`src/rtl/exe_mem_pipe_reg.sv`:
```
// EXE->MEM elastic pipeline stage: head + skid entry, valid/ready handshake, freeze and flush.
// Optional input back-pressure counter enabled by defining EXE_MEM_STALL_CNT_EN.
module exe_mem_pipe_reg #(
    parameter int DATA_W = 32,
    parameter int DEST_W = 4,
    parameter int CTRL_W = 3
) (
    input  logic              clk,
    input  logic              rst_n,
    input  logic              freeze,
    input  logic              flush,
    input  logic              in_valid,
    output logic              in_ready,
    input  logic [CTRL_W-1:0] ctrl_in,
    input  logic [DATA_W-1:0] alu_res_in,
    input  logic [DATA_W-1:0] val_rm_in,
    input  logic [DEST_W-1:0] dest_in,
    output logic              out_valid,
    input  logic              out_ready,
    output logic [CTRL_W-1:0] ctrl_out,
    output logic [DATA_W-1:0] alu_res_out,
    output logic [DATA_W-1:0] val_rm_out,
    output logic [DEST_W-1:0] dest_out,
    output logic              fwd_wb_en,
    output logic [DEST_W-1:0] fwd_dest,
    output logic [31:0]       stall_cnt
);

    typedef struct packed {
        logic [CTRL_W-1:0] ctrl;
        logic [DATA_W-1:0] alu;
        logic [DATA_W-1:0] rm;
        logic [DEST_W-1:0] dest;
    } entry_t;

    // Encoding doubles as the valid bits: bit0 = head valid, bit1 = skid valid.
    typedef enum logic [1:0] {
        EMPTY = 2'b00,
        ONE   = 2'b01,
        TWO   = 2'b11
    } state_t;

    state_t state, state_nx;
    entry_t head, skid, in_ent;
    logic   h_vld, s_vld, in_fire, out_fire;
    logic   load_h_in, load_h_skid, load_s, clr_ctrl;

    assign h_vld     = state[0];
    assign s_vld     = state[1];
    assign in_ready  = ~s_vld & ~freeze;
    assign out_valid = h_vld & ~freeze;
    assign in_fire   = in_valid & in_ready;
    assign out_fire  = out_valid & out_ready;
    assign in_ent    = '{ctrl: ctrl_in, alu: alu_res_in, rm: val_rm_in, dest: dest_in};

    always_ff @(posedge clk or negedge rst_n) begin
        if (!rst_n) state <= EMPTY;
        else        state <= state_nx;
    end

    always_comb begin
        state_nx    = state;
        load_h_in   = 1'b0;
        load_h_skid = 1'b0;
        load_s      = 1'b0;
        clr_ctrl    = 1'b0;
        if (flush) begin
            state_nx = EMPTY;
            clr_ctrl = 1'b1;
        end else begin
            case (state)
                EMPTY: if (in_fire) begin
                    state_nx  = ONE;
                    load_h_in = 1'b1;
                end
                ONE: begin
                    if (in_fire && out_fire) begin
                        load_h_in = 1'b1;
                    end else if (in_fire) begin
                        state_nx = TWO;
                        load_s   = 1'b1;
                    end else if (out_fire) begin
                        state_nx = EMPTY;
                    end
                end
                TWO: if (out_fire) begin
                    state_nx    = ONE;
                    load_h_skid = 1'b1;
                end
                default: state_nx = EMPTY;
            endcase
        end
    end

    // Flush only clears control bits; data payload is left in place as a harmless bubble.
    always_ff @(posedge clk or negedge rst_n) begin
        if (!rst_n) begin
            head <= '0;
            skid <= '0;
        end else if (clr_ctrl) begin
            head.ctrl <= '0;
            skid.ctrl <= '0;
        end else begin
            if (load_h_in)        head <= in_ent;
            else if (load_h_skid) head <= skid;
            if (load_s)           skid <= in_ent;
        end
    end

    assign ctrl_out    = h_vld ? head.ctrl : '0;
    assign alu_res_out = head.alu;
    assign val_rm_out  = head.rm;
    assign dest_out    = head.dest;
    assign fwd_wb_en   = ctrl_out[0] & out_valid;
    assign fwd_dest    = dest_out;

`ifdef EXE_MEM_STALL_CNT_EN
    logic [31:0] cnt;
    always_ff @(posedge clk or negedge rst_n) begin
        if (!rst_n)                                       cnt <= '0;
        else if (in_valid && !in_ready && cnt != 32'hFFFF_FFFF) cnt <= cnt + 32'd1;
    end
    assign stall_cnt = cnt;
`else
    assign stall_cnt = '0;
`endif

endmodule
```
`config.mk`:
```
export PLATFORM = sky130hd
export DESIGN_NAME = exe_mem_pipe_reg
export DESIGN_NICKNAME = d
export VERILOG_FILES = /design/src/rtl/exe_mem_pipe_reg.sv
export SDC_FILE = /design/constraint.sdc
export NUM_CORES = 1
export LEC_CHECK = 0
export CAP_MARGIN = 10
export CORE_MARGIN = 1
export CORE_UTILIZATION = 53
export DETAILED_ROUTE_END_ITERATION = 16
export MAX_ROUTING_LAYER = met4
export PLACE_DENSITY_LB_ADDON = 0.1
export SLEW_MARGIN = 20
export SYNTH_ARGS = -nofsm -noshare
export SYNTH_HDL_FRONTEND = slang
export SYNTH_SLANG_ARGS = --single-unit
```
`constraint.sdc`:
```
create_clock -name clk -period 3.1 [get_ports clk]
set_clock_uncertainty 0.15 [all_clocks]
set_input_delay 0.31 -clock clk [delete_from_list [all_inputs] [get_ports clk]]
set_output_delay 0.31 -clock clk [all_outputs]
set_load 0.01 [all_outputs]
```
==> key figures, run 1 <==
Status
  – Run status: finished, final reports clean

Run
  – Max-capacitance violation count: 0

Final layout
  – Ant. Diodes: 0
  – Number of nets in the final layout: 765
  – Proportion of layout cells with a drive suffix above 1: 15.4%
  – Layout overhead on the synthesized area: 22.3%

Global routing
  – Maximum number of pins on one net before global-route repair: 86
  – Via count of the first global-routing pass: 4342
  – Global-route wire length before repair: 22.0 mm
  – Total congestion overflow: 0
  – Global-route usage over all layers: 20.9%
  – Initial antenna violation count: 0

Die
  – Vertical die dimension: 118 um
  – Total number of placement rows: 41
  – Width of the die: 118 um
  – IO Count: 187
  – Area of the core region: 0.0128 mm^2
  – Die footprint: 0.0138 mm^2
  – Initial Util: 55.3%

Power and ir drop
  – Logic gate share of total power: 32.8%
  – Proportion of total power due to net switching: 28.1%
  – P per Cell Area: 928 mW/mm^2
  – Part of the total power dissipated in the clock network: 26.6%
  – Switching power summed over all nets: 2.26 mW
  – Internal portion of total power: 5.79 mW
  – Largest vdd supply drop: 0.592 mV
  – Leak: 3.69 nW
  – Sequential fraction of design power: 40.6%

Logic synthesis
  – Flip-flop and latch count after synthesis: 144
  – Total number of yosys warnings: 0
  – Async set-or-reset flop fraction in the synthesized netlist: 100%
  – Average footprint of a synthesized cell: 11.7 um^2
  – Top cells by area, synth: sky130_fd_sc_hd__dfrtp_1 51%, sky130_fd_sc_hd__buf_4 12%, sky130_fd_sc_hd__mux2i_1 10%
  – Most frequently used cell type in the post-synthesis netlist: sky130_fd_sc_hd__dfrtp_1
  – Cell taking the most area after synthesis: sky130_fd_sc_hd__dfrtp_1
  – Number of distinct library cells after synthesis: 33
  – Most numerous cell types in the synthesized netlist: 144 x sky130_fd_sc_hd__dfrtp_1, 109 x sky130_fd_sc_hd__buf_4, 77 x sky130_fd_sc_hd__nor2_1
  – EDFF count, synth: 0
  – Top_reg_cell synth: sky130_fd_sc_hd__dfrtp_1
  – Post-synth top area share: 50.8%
  – Gate count after technology mapping: 606
  – Post-synthesis instance area: 0.00709 mm^2
  – Sequential-to-total area share from yosys stat: 50.8%

Setup path
  – Series of cell instances along the critical path: ha_1, nor2b_2, and3_1, nand2_2, nor2_4, buf_4, mux2_2
  – Slowest cell on the critical path: sky130_fd_sc_hd__dfrtp_1
  – Maximum net fanout on the critical path: 28
  – Critical Setup Path Class: flip-flop to flip-flop
  – Crit. End Element: flip-flop
  – Type of element launching the critical path: flip-flop
  – Data arrival time of the critical path: 2.60 ns
  – Required arrival time at the worst endpoint: 3.24 ns
  – Highest cell delay on the worst timing path: 0.52 ns

Detailed routing
  – Total iterations of the first detailed-routing run: 4
  – Number of remaining DRC errors: 0
  – Routed wire per std cell: 15.4 um
  – Initial detailed-routing violation count: 197
  – Avg Vias per Cell: 4.95
  – Residual antenna-violating net count after detailed routing: 0
  – Wire length after detailed routing: 13.4 mm
  – Number of vias after detailed routing: 4302

Timing
  – F_max: 0.408 GHz
  – Transition at the pin with the smallest max-transition slack: 0.799 ns
  – Post-route fraction of the period consumed by the critical path: 79.2%
  – Max-slew violation count: 0
  – Fin. Hold Viols: 0
  – Max-slew headroom: 46.8%
  – RSZ-0062 raised after global routing: false
  – Minimum clock period: 2.45 ns
  – Final WS setup: 0.646 ns
  – Setup TNS: 0 ns
  – # setup viols final: 0

Clocking
  – Skew-Pair Late Insertion Delay: 0.41 ns
  – Post-cts repair resize count: 0
  – Clock transition at path regs: 0.06 ns
  – H-tree depth: 4
  – Total CTS buffers: 17
  – Clock sink count: 144
  – Clock tree from TritonCTS: built
  – Clock root cell: sky130_fd_sc_hd__clkbuf_16
  – Maximum root-to-sink buffer count: 2

Placed design
  – Half-perimeter wire length of the detailed placement result: 8.76 mm
  – Worst slack, placed: 0.581 ns
  – Port Buffer Count: 154
  – Routability cong.: 0.786

Worst hold path
  – Type of the tightest min-delay check: flip-flop to flip-flop
power groups by stage:
| stage | logic [mW] | registers [mW] | clock network [mW] |
|---|---|---|---|
| after floorplan | 2.08 | 3.14 | 0 |
| after global placement | 2.58 | 3.24 | 0 |
| after detailed placement | 2.66 | 3.29 | 0 |
| after CTS | 2.67 | 3.27 | 2.19 |
| after global routing | 2.86 | 3.38 | 2.27 |
| final | 2.64 | 3.27 | 2.14 |
per-stage QoR:
stage / hold slack, ns / cells / cell area [um^2] / power [mW] / util, %
finish: 0.334 / 869 / 8670 / 8.05 / 67.6
global route: 0.343 / 869 / 8670 / 8.51 / 67.6
CTS: 0.325 / 869 / 8670 / 8.13 / 67.6
detailed placement: 0.277 / 836 / 8030 / 5.95 / 62.6
global placement: 0.269 / 836 / 8030 / 5.82 / 62.6
floorplan: -0.136 / 637 / 7210 / 5.22 / -
critical path: cells and delay by family, from the launching register on:
| family | cells | cell delay, ns |
|---|---|---|
| and+or+nand+nor | 4 | 0.62 |
| DFF | 1 | 0.52 |
| buffers and inverters | 1 | 0.39 |
| muxes | 1 | 0.39 |
| adders and majority gates | 1 | 0.25 |
registers in the layout (all words and copies together), names as in the netlist:
signal	flops
val_rm_out	32
dest_out	4
skid	71
state	2
alu_res_out	32
head	3
cell families after synthesis:
| family | Yosys count | synth area share [%] |
|---|---|---|
| buffers and inverters | 139 | 15.1 |
| multiplexers | 140 | 21.4 |
| XOR/XNOR | 1 | 0.124 |
| other | 1 | 0.0529 |
| adder cells (fa/ha/maj) | 4 | 0.706 |
| AO/OA/AOI/OAI | 79 | 5.74 |
| flip-flops | 144 | 50.8 |
| AND/OR/NAND/NOR | 98 | 6.03 |
routing by layer:
layer  global-route usage, %  vias to the layer above  routed length (um)
met5                       -                        -                   0
li1                        -                     2075                   -
met4                    7.53                        0                 153
met2                    32.6                      131                6510
met1                    26.0                     2083                5920
met3                    5.81                       13                 766
layout make-up:
| type | instances | area (um^2) |
|---|---|---|
| clock inverter | 11 | 160 |
| fill | 990 | 4150 |
| timing repair buffer | 164 | 1670 |
| multi-input combinational | 354 | 2540 |
| inverter | 3 | 11.3 |
| clock buffer | 21 | 470 |
| tap | 172 | 215 |
| sequential | 144 | 3600 |
timing repair:
action	4_1_cts	5_1_grt
setup buffers	0	0
hold endpoints to repair	84	0
hold buffers	1	0
cells in the final DEF, fill, tap and decap left out, types with 3 or more instances in the layout:
master                            synthesis  final
sky130_fd_sc_hd__bufinv_16                0      4
sky130_fd_sc_hd__conb_1                   1     32
sky130_fd_sc_hd__clkbuf_16                0     17
sky130_fd_sc_hd__buf_4                  109      5
sky130_fd_sc_hd__inv_1                    3      3
sky130_fd_sc_hd__clkdlybuf4s50_1          0    153
sky130_fd_sc_hd__nor3b_1                  3      3
sky130_fd_sc_hd__nor2_1                  77     77
sky130_fd_sc_hd__buf_12                   0      4
sky130_fd_sc_hd__clkinv_2                 0      5
sky130_fd_sc_hd__dfrtp_1                144    144
sky130_fd_sc_hd__mux2i_1                 72     72
sky130_fd_sc_hd__ha_1                     4      4
sky130_fd_sc_hd__mux2_2                  52     52
sky130_fd_sc_hd__clkbuf_8                 0      3
sky130_fd_sc_hd__mux2_1                   8      8
sky130_fd_sc_hd__and2_1                   4      4
sky130_fd_sc_hd__mux2_4                   8      8
sky130_fd_sc_hd__nand2_1                  4      4
sky130_fd_sc_hd__a21oi_1                 73     73
path summary, 6_finish.rpt:
path                                       from  slack, ns                          end  cells past startpoint
max in group asynchronous                 rst_n       1.62         skid[19]$_DFFE_PN0P_                      3
max                        state[0]$_DFFE_PN0P_       0.65          skid[9]$_DFFE_PN0P_                      7
min in group asynchronous                 rst_n       0.37  alu_res_out[24]$_DFFE_PN0P_                      2
min                        skid[63]$_DFFE_PN0P_       0.33         skid[63]$_DFFE_PN0P_                      1
max reg2reg                state[0]$_DFFE_PN0P_       0.65          skid[9]$_DFFE_PN0P_                      7
min reg2reg                skid[63]$_DFFE_PN0P_       0.33         skid[63]$_DFFE_PN0P_                      1
Note: power is estimated with default switching activity, not from simulation.
==> inputs of run 2 (changes only) <==
Settings changed: CORE_UTILIZATION 53 to 44.
Clock period 3.1 ns to 2.15 ns, I/O delays scaled along.
==> run 2 against run 1 <==
Combinational power rose by 52%. Cell count grew 7.9%. Critical path type unchanged. Maximum frequency up 17%. Hold slack got worse by 0.21 ns. Core utilization fell by 10 points. Sequential power grew 44%. Via count increased by 5.6%.
==> key figures, run 2 (synthesized netlist as in run 1, its figures left out) <==
Status
  – Run status: finished, final reports clean (unchanged)

Detailed routing
  – Avg Vias per Cell: 4.85 (was 4.95)
  – Wire length after detailed routing: 15.2 mm (was 13.4 mm)
  – Initial detailed-routing violation count: 178 (was 197)
  – Residual antenna-violating net count after detailed routing: 0 (unchanged)
  – Number of vias after detailed routing: 4545 (was 4302)
  – Routed wire per std cell: 16.2 um (was 15.4 um)
  – Number of remaining DRC errors: 0 (unchanged)
  – Total iterations of the first detailed-routing run: 6 (was 4)

Setup path
  – Series of cell instances along the critical path: inv_2, ha_4, nor2b_4, and3_4, nand2_2, nor2_4, buf_12, clkbuf_16, mux2_2 (was ha_1, nor2b_2, and3_1, nand2_2, nor2_4, buf_4, mux2_2)
  – Maximum net fanout on the critical path: 8 (was 28)
  – Required arrival time at the worst endpoint: 2.30 ns (was 3.24 ns)
  – Total buffers and inverters traversed by the critical path: 3 (was 1)
  – Highest cell delay on the worst timing path: 0.39 ns (was 0.52 ns)
  – Slowest cell on the critical path: sky130_fd_sc_hd__dfrtp_1 (unchanged)
  – Data arrival time of the critical path: 2.25 ns (was 2.60 ns)
  – Crit. End Element: flip-flop (unchanged)
  – Delay-heaviest family, CP: simple AND/OR/NAND/NOR gates (unchanged)
  – Critical Setup Path Class: flip-flop to flip-flop (unchanged)
  – Type of element launching the critical path: flip-flop (unchanged)

Clocking
  – Clock transition at path regs: 0.06 ns (about the same)
  – Clock root cell: sky130_fd_sc_hd__clkbuf_16 (unchanged)
  – Skew-Pair Late Insertion Delay: 0.41 ns (about the same)
  – H-tree depth: 4 (unchanged)
  – Total CTS buffers: 17 (unchanged)
  – Clock tree from TritonCTS: built (unchanged)
  – Clock sink count: 144 (unchanged)
  – Maximum root-to-sink buffer count: 2 (unchanged)

Global routing
  – Maximum number of pins on one net before global-route repair: 69 (was 86)
  – Total congestion overflow: 0 (unchanged)
  – Global-route wire length before repair: 22.1 mm (was 22.0 mm)
  – Via count of the first global-routing pass: 4319 (was 4342)
  – Global-route usage over all layers: 18.0% (was 20.9%)
  – Initial antenna violation count: 0 (unchanged)

Timing
  – Hold slack final: 0.128 ns (was 0.334 ns)
  – Setup TNS: 0 ns (unchanged)
  – # setup viols final: 0 (unchanged)
  – Fin. Hold Viols: 0 (unchanged)
  – F_max: 0.476 GHz (was 0.408 GHz)
  – Post-route fraction of the period consumed by the critical path: 97.8% (was 79.2%)
  – Max-slew violation count: 0 (unchanged)
  – Minimum clock period: 2.10 ns (was 2.45 ns)

Final layout
  – Ant. Diodes: 0 (unchanged)
  – Layout overhead on the synthesized area: 28.5% (was 22.3%)
  – Number of flip-flops in the largest register: 71 (unchanged)
  – Most used cells in the layout excluding fill and tap cells: 150 x sky130_fd_sc_hd__clkdlybuf4s50_1, 144 x sky130_fd_sc_hd__dfrtp_1, 76 x sky130_fd_sc_hd__nor2_1 (was 153 x sky130_fd_sc_hd__clkdlybuf4s50_1, 144 x sky130_fd_sc_hd__dfrtp_1, 77 x sky130_fd_sc_hd__nor2_1)
  – Most common cell after layout, fill and taps aside: sky130_fd_sc_hd__clkdlybuf4s50_1 (unchanged)
  – Number of nets in the final layout: 791 (was 765)
  – Proportion of layout cells with a drive suffix above 1: 18.7% (was 15.4%)
  – Multi-input combinational cell area: 0.00257 mm^2 (was 0.00254 mm^2)
  – Biggest register: skid (unchanged)
  – Area of all placed cells without fillers: 0.00911 mm^2 (was 0.00867 mm^2)
  – FILL cells: 1320 (was 990)
  – Register cell area after layout: 0.00360 mm^2 (unchanged)

Die
  – Die footprint: 0.0166 mm^2 (was 0.0138 mm^2)
  – Total number of placement rows: 46 (was 41)
  – IO Count: 187 (unchanged)
  – Initial Util: 44.8% (was 55.3%)
  – Width of the die: 129 um (was 118 um)
  – Area of the core region: 0.0158 mm^2 (was 0.0128 mm^2)
  – Vertical die dimension: 129 um (was 118 um)

Worst hold path
  – Type of the tightest min-delay check: input port to asynchronous set/reset pin (was flip-flop to flip-flop)

Placed design
  – Cell area after placement: 0.00832 mm^2 (was 0.00803 mm^2)
  – Half-perimeter wire length of the detailed placement result: 9.57 mm (was 8.76 mm)
  – Routability cong.: 0.865 (was 0.786)
  – Port Buffer Count: 154 (unchanged)

Power and ir drop
  – P per Cell Area: 1250 mW/mm^2 (was 928 mW/mm^2)
  – Leak: 3.89 nW (was 3.69 nW)
  – Largest vdd supply drop: 0.620 mV (was 0.592 mV)
  – Total power consumption of the routed design: 11.4 mW (was 8.05 mW)

Run
  – Max-capacitance violation count: 0 (unchanged)
## run 2: worst paths after layout
kind	from	endpoint	slack, ns	depth (start not counted)
max in group asynchronous	rst_n	val_rm_out[14]$_DFFE_PN0P_	1.09	3
min in group clk	alu_res_in[0]	alu_res_out[0]$_DFFE_PN0P_	0.25	3
worst min register to register	skid[63]$_DFFE_PN0P_	skid[63]$_DFFE_PN0P_	0.34	1
worst max register to register	state[1]$_DFFE_PN0P_	skid[7]$_DFFE_PN0P_	0.05	9
worst max-delay path	state[1]$_DFFE_PN0P_	skid[7]$_DFFE_PN0P_	0.05	9
worst min-delay path	rst_n	alu_res_out[24]$_DFFE_PN0P_	0.13	2
## run 2: worst reg2reg max path: cells and delay by family, from the launching register on
kind / cells / cell delay [ns]
adder cells (fa/ha/maj): 1 / 0.13
buffers and inverters: 3 / 0.42
flip-flops: 1 / 0.39
multiplexers: 1 / 0.33
AND/OR/NAND/NOR: 4 / 0.57
## run 2: metrics by stage
| stage | worst slack, ns | cells | utilization [%] |
|---|---|---|---|
| 5_1_grt | -0.00693 | 938 | 57.6 |
| 2_1_floorplan | 0.0401 | 637 | - |
| 3_3_place_gp | -0.0505 | 896 | 52.6 |
| 4_1_cts | 0.0222 | 928 | 56.1 |
| 3_5_place_dp | -0.120 | 896 | 52.6 |
| 6_report | 0.0482 | 938 | 57.6 |
## run 2: what timing repair did
action / CTS / global route
setup endpoints to repair: 1 / 105
pin swaps: 1 / 2
gates cloned: 0 / 7
setup buffers: 0 / 3
gates resized for setup: 2 / 11
hold buffers: 1 / 0
endpoints found under the hold margin: 144 / 0
## run 2: routing by layer
metal  track usage [%]  routed length, um
met5                 -                  0
met4              6.44                172
met3              5.03                765
met2              27.6               7460
met1              22.7               6830
## run 2: layout make-up
type                            instances  share of cell area, %
Clock buffer                           21                   5.05
Clock inverter                         10                  0.961
Inverter                                3                  0.124
Multi-Input combinational cell        354                   28.2
Sequential cell                       144                   39.5
Tap cell                              216                   2.97
Timing Repair Buffer                  190                   23.2
## run 2: where the power goes
group	leakage, nW	switching (mW)	total (mW)	internal, mW
combinational	1.88	1.57	4.00	2.43
clock	0.269	1.09	2.72	1.64
sequential	1.74	0.694	4.70	4.00
==> inputs of run 3 (changes only) <==
Settings changed: CORE_UTILIZATION 44 to 39, MAX_ROUTING_LAYER met4 to not set, TNS_END_PERCENT set to 5.
==> run 3 against run 2 <==
Die area up 13%. Sequential cell count unchanged. Core utilization down 6.0 points. Register-to-register slack better by 0.02 ns. Maximum frequency increased by 0.77%. Final area fell by 0.67%. Routed wire length rose by 1.5%.
==> key figures, run 3 (synthesized netlist as in run 1, its figures left out) <==
Setup path
  – Worst setup slack for register-to-register paths: 0.06 ns (was 0.05 ns)
  – Type of element launching the critical path: flip-flop (unchanged)
  – Maximum net fanout on the critical path: 8 (unchanged)
  – Data arrival time of the critical path: 2.23 ns (was 2.25 ns)
  – Crit. End Element: flip-flop (unchanged)
  – RR Endpoint: skid[24]$_DFFE_PN0P_ (was skid[7]$_DFFE_PN0P_)
  – Worst R2R Path Depth: 9 (unchanged)
  – Startpoint of the lowest-slack register-to-register path: state[1]$_DFFE_PN0P_ (unchanged)
  – Critical Setup Path Class: flip-flop to flip-flop (unchanged)
  – Required arrival time at the worst endpoint: 2.29 ns (was 2.30 ns)
  – Series of cell instances along the critical path: inv_2, ha_4, nor2b_4, and3_4, nand2_4, nor2_4, buf_12, clkbuf_16, mux2_2 (was inv_2, ha_4, nor2b_4, and3_4, nand2_2, nor2_4, buf_12, clkbuf_16, mux2_2)
  – Slowest cell on the critical path: sky130_fd_sc_hd__dfrtp_1 (unchanged)
  – Highest cell delay on the worst timing path: 0.39 ns (about the same)

Detailed routing
  – Number of vias after detailed routing: 4463 (was 4545)
  – Residual antenna-violating net count after detailed routing: 0 (unchanged)
  – Total iterations of the first detailed-routing run: 5 (was 6)
  – Avg Vias per Cell: 4.74 (was 4.85)
  – Number of remaining DRC errors: 0 (unchanged)
  – Wire length after detailed routing: 15.5 mm (was 15.2 mm)
  – Initial detailed-routing violation count: 135 (was 178)
  – Routed wire per std cell: 16.4 um (was 16.2 um)

Global routing
  – Maximum number of pins on one net before global-route repair: 59 (was 69)
  – Global-route usage over all layers: 16.5% (was 18.0%)
  – Initial antenna violation count: 0 (unchanged)
  – Global-route wire length before repair: 23.4 mm (was 22.1 mm)
  – Total congestion overflow: 0 (unchanged)
  – Via count of the first global-routing pass: 4592 (was 4319)

Clocking
  – Maximum root-to-sink buffer count: 2 (unchanged)
  – Clock root cell: sky130_fd_sc_hd__clkbuf_16 (unchanged)
  – H-tree depth: 4 (unchanged)
  – Total CTS buffers: 17 (unchanged)
  – Skew-Pair Late Insertion Delay: 0.41 ns (about the same)
  – Clock sink count: 144 (unchanged)
  – Clock tree from TritonCTS: built (unchanged)
  – Clock transition at path regs: 0.06 ns (about the same)

Placed design
  – Port Buffer Count: 154 (unchanged)
  – Cell area after placement: 0.00832 mm^2 (about the same)
  – Routability cong.: 0.869 (was 0.865)
  – Half-perimeter wire length of the detailed placement result: 10.2 mm (was 9.57 mm)

Die
  – Initial Util: 40.4% (was 44.8%)
  – Total number of placement rows: 48 (was 46)
  – Vertical die dimension: 137 um (was 129 um)
  – Area of the core region: 0.0175 mm^2 (was 0.0158 mm^2)
  – Die footprint: 0.0187 mm^2 (was 0.0166 mm^2)
  – Width of the die: 137 um (was 129 um)
  – IO Count: 187 (unchanged)

Power and ir drop
  – Internal portion of total power: 7.99 mW (was 8.07 mW)
  – P per Cell Area: 1250 mW/mm^2 (about the same)
  – Proportion of total power due to net switching: 29.4% (was 29.3%)
  – Logic gate share of total power: 35.2% (was 35.0%)
  – Leak: 3.84 nW (was 3.89 nW)
  – Largest vdd supply drop: 0.668 mV (was 0.620 mV)
  – Sequential fraction of design power: 41.6% (was 41.1%)
  – Switching power summed over all nets: 3.32 mW (was 3.34 mW)
  – Part of the total power dissipated in the clock network: 23.2% (was 23.9%)

Final layout
  – Final core area utilization: 51.6% (was 57.6%)
  – Number of flip-flops in the largest register: 71 (unchanged)
  – Proportion of layout cells with a drive suffix above 1: 17.7% (was 18.7%)
  – Most used cells in the layout excluding fill and tap cells: 151 x sky130_fd_sc_hd__clkdlybuf4s50_1, 144 x sky130_fd_sc_hd__dfrtp_1, 76 x sky130_fd_sc_hd__nor2_1 (was 150 x sky130_fd_sc_hd__clkdlybuf4s50_1, 144 x sky130_fd_sc_hd__dfrtp_1, 76 x sky130_fd_sc_hd__nor2_1)
  – Area of all placed cells without fillers: 0.00905 mm^2 (was 0.00911 mm^2)
  – FILL cells: 1522 (was 1320)
  – Most common cell after layout, fill and taps aside: sky130_fd_sc_hd__clkdlybuf4s50_1 (unchanged)
  – Ant. Diodes: 0 (unchanged)
  – Number of nets in the final layout: 788 (was 791)
  – Biggest register: skid (unchanged)
  – Layout overhead on the synthesized area: 27.6% (was 28.5%)

Timing
  – Fin. Hold Viols: 0 (unchanged)
  – RSZ-0062 raised after global routing: true
  – Post-route fraction of the period consumed by the critical path: 97.0% (was 97.8%)
  – # setup viols final: 0 (unchanged)
  – F_max: 0.479 GHz (was 0.476 GHz)
  – Max-slew violation count: 0 (unchanged)
  – Minimum clock period: 2.09 ns (was 2.10 ns)

Run
  – Max-capacitance violation count: 0 (unchanged)

Status
  – Run status: finished, final reports clean (unchanged)

Worst hold path
  – Type of the tightest min-delay check: input port to asynchronous set/reset pin (unchanged)
run 3: final cells by class:
type / instances / area [um^2] / area share (%)
clock buffers: 22 / 444 / 4.91
clock inverters: 7 / 66.3 / 0.733
inverters: 3 / 11.3 / 0.124
multi-input cells: 354 / 2590 / 28.6
flip-flops and latches: 144 / 3600 / 39.8
well taps: 225 / 282 / 3.11
repair buffers: 187 / 2050 / 22.7
run 3: worst max path at each step:
stage                                     from                          to  slack, ns  cells after the start
after floorplan           state[1]$_DFFE_PN0P_        skid[47]$_DFFE_PN0P_       0.04                      9
after CTS                 state[1]$_DFFE_PN0P_        skid[12]$_DFFE_PN0P_       0.01                      8
after global placement                  freeze  val_rm_out[19]$_DFFE_PN0P_      -0.07                      6
after detailed placement                freeze  val_rm_out[25]$_DFFE_PN0P_      -0.12                      6
after global routing      state[1]$_DFFE_PN0P_        skid[24]$_DFFE_PN0P_      -0.03                      9
final                     state[1]$_DFFE_PN0P_        skid[24]$_DFFE_PN0P_       0.06                      9
run 3: through the flow:
stage,power (mW),std cells,setup TNS [ns],hold slack [ns],setup WS (ns)
6_report,11.3,942,0,0.0773,0.0643
2_1_floorplan,7.53,637,0,-0.231,0.0401
5_1_grt,12.0,942,-0.603,0.0757,-0.0328
3_3_place_gp,8.50,905,-1.81,-0.0729,-0.0689
3_5_place_dp,8.69,905,-6.79,-0.0719,-0.117
4_1_cts,11.4,935,0,0.0651,0.00951
run 3: timing repair:
item | CTS | global route
buffers inserted | 0 | 1
pin swaps | 0 | 2
hold buffers | 1 | 0
resized for setup | 3 | 14
endpoints found under the hold margin | 144 | 0
gates cloned | 0 | 6
endpoints found under the setup margin | 3 | 94
run 3: power by group through the flow:
stage | Sequential [mW] | Clock (mW) | Combinational, mW
final | 4.71 | 2.63 | 3.98
after global routing | 4.87 | 2.83 | 4.34
after CTS | 4.72 | 2.71 | 3.96
after detailed placement | 4.75 | 0 | 3.94
after global placement | 4.68 | 0 | 3.82
after floorplan | 4.52 | 0 | 3.00
run 3: critical path: cells and delay by family (launching register included):
family                     cells  cell delay, ns
adders and majority gates      1            0.13
muxes                          1            0.33
DFF                            1            0.39
and+or+nand+nor                4            0.52
buffers and inverters          3            0.44
run 3: per-layer routing:
layer	GRT usage, %	wire length, um	vias to the layer above
met5	0	0	-
met4	5.68	159	0
met3	5.52	981	16
met2	26.6	7600	120
met1	20.6	6710	2208
li1	-	-	2119
